===== config.mk =====
export PLATFORM = sky130hd
export DESIGN_NAME = fpu_arbiter
export DESIGN_NICKNAME = d
export VERILOG_FILES = /design/src/rtl/fpu_arbiter.sv
export SDC_FILE = /design/constraint.sdc
export NUM_CORES = 1
export LEC_CHECK = 0
export CAP_MARGIN = 20
export CORE_AREA = 5 5 158 160
export CTS_BUF_LIST = sky130_fd_sc_hd__clkbuf_16
export CTS_CLUSTER_SIZE = 16
export DETAILED_ROUTE_END_ITERATION = 6
export DIE_AREA = 0 0 163 165
export GPL_TIMING_DRIVEN = 0
export SKIP_LAST_GASP = 1
export SLEW_MARGIN = 20
export SYNTH_ARGS = -nofsm -noshare
export SYNTH_HDL_FRONTEND = slang
export SYNTH_SLANG_ARGS = --single-unit

===== constraint.sdc =====
create_clock -name clk -period 3.3 [get_ports clk]
set_clock_uncertainty 0.1 [all_clocks]
set_input_delay 0.66 -clock clk [delete_from_list [all_inputs] [get_ports clk]]
set_output_delay 0.66 -clock clk [all_outputs]
set_load 0.05 [all_outputs]

===== src/rtl/fpu_arbiter.sv =====
// Round-robin arbiter sharing one fpu among NREQ requesters; sequences start/done and times out hung ops.
// state: IDLE accept | ISSUE start pulse | WAIT_CLR wait stale done low | WAIT_DONE wait done | RESP rsp pulse
module fpu_arbiter #(
  parameter int NREQ    = 4,
  parameter int TIMEOUT = 64
) (
  input  logic               clk,
  input  logic               rst,
  input  logic [NREQ-1:0]    req_valid,
  output logic [NREQ-1:0]    req_ready,
  input  logic [32*NREQ-1:0] req_a,
  input  logic [32*NREQ-1:0] req_b,
  input  logic [2*NREQ-1:0]  req_op,
  output logic [NREQ-1:0]    rsp_valid,
  output logic [31:0]        rsp_r,
  output logic               rsp_err,
  output logic               busy,
  output logic [31:0]        fpu_a,
  output logic [31:0]        fpu_b,
  output logic [1:0]         fpu_op,
  output logic               fpu_start,
  input  logic [31:0]        fpu_r,
  input  logic               fpu_done
);
  localparam int IW = $clog2(NREQ);
  localparam int TW = $clog2(TIMEOUT);
  localparam logic [TW-1:0] TMO_LAST = TW'(TIMEOUT - 1);

  typedef enum logic [2:0] {S_IDLE, S_ISSUE, S_WAIT_CLR, S_WAIT_DONE, S_RESP} state_t;

  state_t          state_q, state_d;
  logic [IW-1:0]   rr_ptr_q, rr_ptr_d;
  logic [NREQ-1:0] gnt_oh_q, gnt_oh_d;
  logic [TW-1:0]   tmo_q, tmo_d;
  logic [31:0]     fpu_a_q, fpu_a_d, fpu_b_q, fpu_b_d;
  logic [1:0]      fpu_op_q, fpu_op_d;
  logic            fpu_start_q, fpu_start_d;
  logic [NREQ-1:0] rsp_valid_q, rsp_valid_d;
  logic [31:0]     rsp_r_q, rsp_r_d;
  logic            rsp_err_q, rsp_err_d;
  logic            busy_q, busy_d;

  logic            win_found;
  logic [IW-1:0]   win_idx;
  logic [IW:0]     cand;
  logic [NREQ-1:0] win_oh;
  logic [31:0]     sel_a, sel_b;
  logic [1:0]      sel_op;

  // Search begins one past the last winner and wraps, so every requester is reached within NREQ grants.
  always_comb begin
    win_found = 1'b0;
    win_idx   = '0;
    cand      = '0;
    for (int k = 1; k <= NREQ; k++) begin
      cand = {1'b0, rr_ptr_q} + (IW+1)'(k);
      if (cand >= (IW+1)'(NREQ)) cand = cand - (IW+1)'(NREQ);
      if (!win_found && req_valid[cand[IW-1:0]]) begin
        win_found = 1'b1;
        win_idx   = cand[IW-1:0];
      end
    end
    win_oh = '0;
    sel_a  = '0;
    sel_b  = '0;
    sel_op = '0;
    for (int i = 0; i < NREQ; i++) begin
      if (win_found && win_idx == IW'(i)) begin
        win_oh[i] = 1'b1;
        sel_a     = req_a[32*i +: 32];
        sel_b     = req_b[32*i +: 32];
        sel_op    = req_op[2*i +: 2];
      end
    end
  end

  assign req_ready = (state_q == S_IDLE && !rst) ? win_oh : '0;

  always_comb begin
    state_d     = state_q;
    rr_ptr_d    = rr_ptr_q;
    gnt_oh_d    = gnt_oh_q;
    tmo_d       = tmo_q;
    fpu_a_d     = fpu_a_q;
    fpu_b_d     = fpu_b_q;
    fpu_op_d    = fpu_op_q;
    fpu_start_d = 1'b0;
    rsp_valid_d = '0;
    rsp_r_d     = rsp_r_q;
    rsp_err_d   = 1'b0;
    case (state_q)
      S_IDLE: begin
        if (win_found) begin
          rr_ptr_d = win_idx;
          gnt_oh_d = win_oh;
          fpu_a_d  = sel_a;
          fpu_b_d  = sel_b;
          fpu_op_d = sel_op;
          if (sel_op == 2'b11) begin
            state_d     = S_RESP;
            rsp_valid_d = win_oh;
            rsp_err_d   = 1'b1;
            rsp_r_d     = '0;
          end else begin
            state_d     = S_ISSUE;
            fpu_start_d = 1'b1;
          end
        end
      end
      S_ISSUE: begin
        tmo_d   = '0;
        state_d = S_WAIT_CLR;
      end
      S_WAIT_CLR: begin
        // A done still high from the previous op is never taken as completion here.
        tmo_d = tmo_q + TW'(1);
        if (tmo_q == TMO_LAST) begin
          state_d     = S_RESP;
          rsp_valid_d = gnt_oh_q;
          rsp_err_d   = 1'b1;
          rsp_r_d     = '0;
        end else if (!fpu_done) begin
          state_d = S_WAIT_DONE;
        end
      end
      S_WAIT_DONE: begin
        tmo_d = tmo_q + TW'(1);
        if (fpu_done) begin
          state_d     = S_RESP;
          rsp_valid_d = gnt_oh_q;
          rsp_r_d     = fpu_r;
        end else if (tmo_q == TMO_LAST) begin
          state_d     = S_RESP;
          rsp_valid_d = gnt_oh_q;
          rsp_err_d   = 1'b1;
          rsp_r_d     = '0;
        end
      end
      S_RESP:  state_d = S_IDLE;
      default: state_d = S_IDLE;
    endcase
    busy_d = (state_d != S_IDLE);
  end

  always_ff @(posedge clk) begin
    if (rst) begin
      state_q     <= S_IDLE;
      rr_ptr_q    <= IW'(NREQ - 1);
      gnt_oh_q    <= '0;
      tmo_q       <= '0;
      fpu_a_q     <= '0;
      fpu_b_q     <= '0;
      fpu_op_q    <= '0;
      fpu_start_q <= 1'b0;
      rsp_valid_q <= '0;
      rsp_r_q     <= '0;
      rsp_err_q   <= 1'b0;
      busy_q      <= 1'b0;
    end else begin
      state_q     <= state_d;
      rr_ptr_q    <= rr_ptr_d;
      gnt_oh_q    <= gnt_oh_d;
      tmo_q       <= tmo_d;
      fpu_a_q     <= fpu_a_d;
      fpu_b_q     <= fpu_b_d;
      fpu_op_q    <= fpu_op_d;
      fpu_start_q <= fpu_start_d;
      rsp_valid_q <= rsp_valid_d;
      rsp_r_q     <= rsp_r_d;
      rsp_err_q   <= rsp_err_d;
      busy_q      <= busy_d;
    end
  end

  assign fpu_a     = fpu_a_q;
  assign fpu_b     = fpu_b_q;
  assign fpu_op    = fpu_op_q;
  assign fpu_start = fpu_start_q;
  assign rsp_valid = rsp_valid_q;
  assign rsp_r     = rsp_r_q;
  assign rsp_err   = rsp_err_q;
  assign busy      = busy_q;

endmodule


==> impl_metrics.json <==
{
  "portBuffers": 408,
  "crit_family": "buffers and inverters",
  "status": "complete, no violations",
  "drive_gt1_frac": 0.0689,
  "ys.flop_type": "dfxtp_1",
  "synth_top_area_frac": 0.380,
  "drtIter0Drc": 472,
  "use_met3": 0.0651,
  "globalplace.congestion": 0.884,
  "core_area_um2": 23300,
  "via_per_inst": 5.15,
  "row_count": 56,
  "clock-sinks": 120,
  "antenna_cells": 0,
  "final_area_um2": 11500,
  "io_pins": 412,
  "die_w_um": 163,
  "cts_tree": "done",
  "setup_viol": 0,
  "maxSlewHeadroom": 0.307,
  "ys_seq_area_frac": 0.380,
  "synthToLayoutAreaGrowth_pct": 81.9,
  "period_needed_ns": 3.24,
  "path_clk_slew_ns": 0.06,
  "drv_slew": 0,
  "syn_avg_cell_area_um2": 8.30,
  "finalNetCount": 1495,
  "place_ws_ns": -1.42,
  "leakage_nw": 4.07,
  "async_flop_share": 0,
  "grt-ovfl-total": 0,
  "cpMaxStageDelayCell": "clkdlybuf4s50_1",
  "synth-edff-count": 0,
  "hold_viol": 0,
  "critPathMaxStageDelay_ns": 0.49,
  "yosysWarningCount": 0,
  "layout_common_cells": "clkdlybuf4s50_1 (403), a21oi_1 (144), dfxtp_1 (120)",
  "worstPathRequired_ns": 2.54,
  "synth_area_um2": 6320,
  "ant_nets": 0,
  "netlist_top_cells_area": "dfxtp_1 (38%), a21oi_1 (11%), o2bb2ai_1 (9.0%)",
  "rsz0062_at_grt": "true",
  "path_class": "primary input to output port",
  "cts_root_buf": "clkbuf_16",
  "cp_data_arrival_time_ns": 2.48,
  "crit_chain": "clkdlybuf4s50_1 > clkbuf_4 > a21oi_1 > o211ai_4 > buf_4 > nor2_1 > clkdlybuf4s18_2",
  "final_core_util": 0.494,
  "place_area_um2": 10800,
  "antenna_found_initial": 1,
  "first_pass_iters": 5,
  "tightest_slew_ns": 1.04,
  "ys_types": 49,
  "grt_pass1_wl_um": 47500,
  "cts_buffer_depth": 2,
  "dp_hpwl_um": 25800,
  "hold_class": "register to register",
  "wl_per_cell_um": 21.5,
  "grtUsageMet2": 0.404,
  "post-route-drc-count": 0,
  "max_cap_viol_count": 0,
  "busiest_layer": "met2",
  "synth_top_cell_by_area": "dfxtp_1",
  "wirelength_um": 32800,
  "htreeDepth": 4,
  "start_util": 0.272,
  "cellPowerDensity_nw_per_um2": 931,
  "ys_ff_latch": 120,
  "fmax_mhz": 308,
  "clock_latency_ns": 0.42,
  "max-vdd-ir-drop_v": 0.000467,
  "grt_pass1_vias": 7916,
  "netlist_instances": 761,
  "worstSetupEndpointType": "output port",
  "use_met1": 0.280,
  "syn_nets": 1065,
  "die_area_um2": 26900,
  "grt.total_usage": 0.229,
  "critPathBufInv": 4,
  "final_common_cell": "clkdlybuf4s50_1",
  "cts_buffers": 17,
  "dr_total_vias": 7849,
  "fin_ws_ns": 0.0567,
  "grt_max_degree": 20,
  "period_share": 0.983,
  "critPathLaunchType": "primary input",
  "fin_setup_tns_ns": 0,
  "die_height_um": 165,
  "path_max_fanout": 10
}
[registers in the layout (all words and copies together) (netlist names)]
| signal | flops |
|---|---|
| rsp_r | 32 |
| rr_ptr_q | 2 |
| fpu_start | 1 |
| fpu_op | 2 |
| fpu_a | 32 |
| state_q | 3 |
| busy | 1 |
| rsp_err | 1 |
| fpu_b | 32 |
| gnt_oh_q | 4 |
| tmo_q | 6 |
| rsp_valid | 4 |
[timing repair]
action,CTS,global route
pin swaps,0,1
setup endpoints to repair,5,38
hold buffers,0,0
cloned,0,0
setup buffers,1,4
resized for setup,39,14
[per-stage QoR]
step | power [W] | hold slack [ns] | cells
after floorplan | 0.00637 | 0.336 | 761
after global placement | 0.00872 | 0.344 | 1488
after detailed placement | 0.00876 | 0.357 | 1488
after CTS | 0.0107 | 0.365 | 1519
after global routing | 0.0113 | 0.386 | 1523
final | 0.0107 | 0.368 | 1523
[final cells by class]
cell class              instances  area, µm²
fillers                      2386      11800
repair buffers                413       4110
multi-input cells             549       3560
flip-flops and latches        120       2400
clock buffers                  17        425
plain buffers                  83        403
well taps                     319        399
clock inverters                15        165
inverters                       7       26.3
[logic make-up after synthesis]
logic type	after synthesis	synth area share
adder cells (fa/ha/maj)	1	0.00198
multiplexers	1	0.00158
flip-flops	120	0.380
AO/OA/AOI/OAI	407	0.458
AND/OR/NAND/NOR	140	0.0964
buffers and inverters	92	0.0624
[worst paths after layout]
check                                         startpoint  slack [ns]                        to  depth (start not counted)
worst max register to register     state_q[1]$_SDFF_PP0_        0.20    fpu_op[0]$_SDFFE_PP0P_                          5
worst min register to register  gnt_oh_q[1]$_SDFFE_PP0P_        0.37  gnt_oh_q[1]$_SDFFE_PP0P_                          2
worst min-delay path            gnt_oh_q[1]$_SDFFE_PP0P_        0.37  gnt_oh_q[1]$_SDFFE_PP0P_                          2
worst max-delay path                        req_valid[3]        0.06              req_ready[2]                          7
[worst min-delay path, cell delays in order, from the launching register on]
cell,delay [ns]
dfxtp_1,0.31
nand2_1,0.05
a21oi_1,0.06
[synthesized netlist by cell type, drive strengths merged, types with 3 or more instances]
| cell type | number |
|---|---|
| inv | 7 |
| nor2 | 86 |
| nand4 | 4 |
| nor3 | 4 |
| o21ai | 6 |
| o41ai | 3 |
| nand2 | 17 |
| or2 | 4 |
| a22o | 33 |
| o211ai | 66 |
| a21oi | 144 |
| dfxtp | 120 |
| a211oi | 67 |
| clkbuf | 55 |
| a22oi | 5 |
| or3 | 3 |
| nor2b | 6 |
| o2bb2ai | 65 |
| buf | 30 |
| nand3 | 9 |
[power breakdown]
group          internal (W)  switching, W  total (W)
clock network       0.00113      0.000765    0.00189
registers           0.00196      0.000299    0.00226
logic               0.00227       0.00428    0.00655
[metal layers]
layer,vias up,wire length [µm]
met2,299,16300
met3,34,2470
met1,3726,13500
met4,2,508
li1,3788,-
met5,-,20
(Power assumes the default switching activity.)
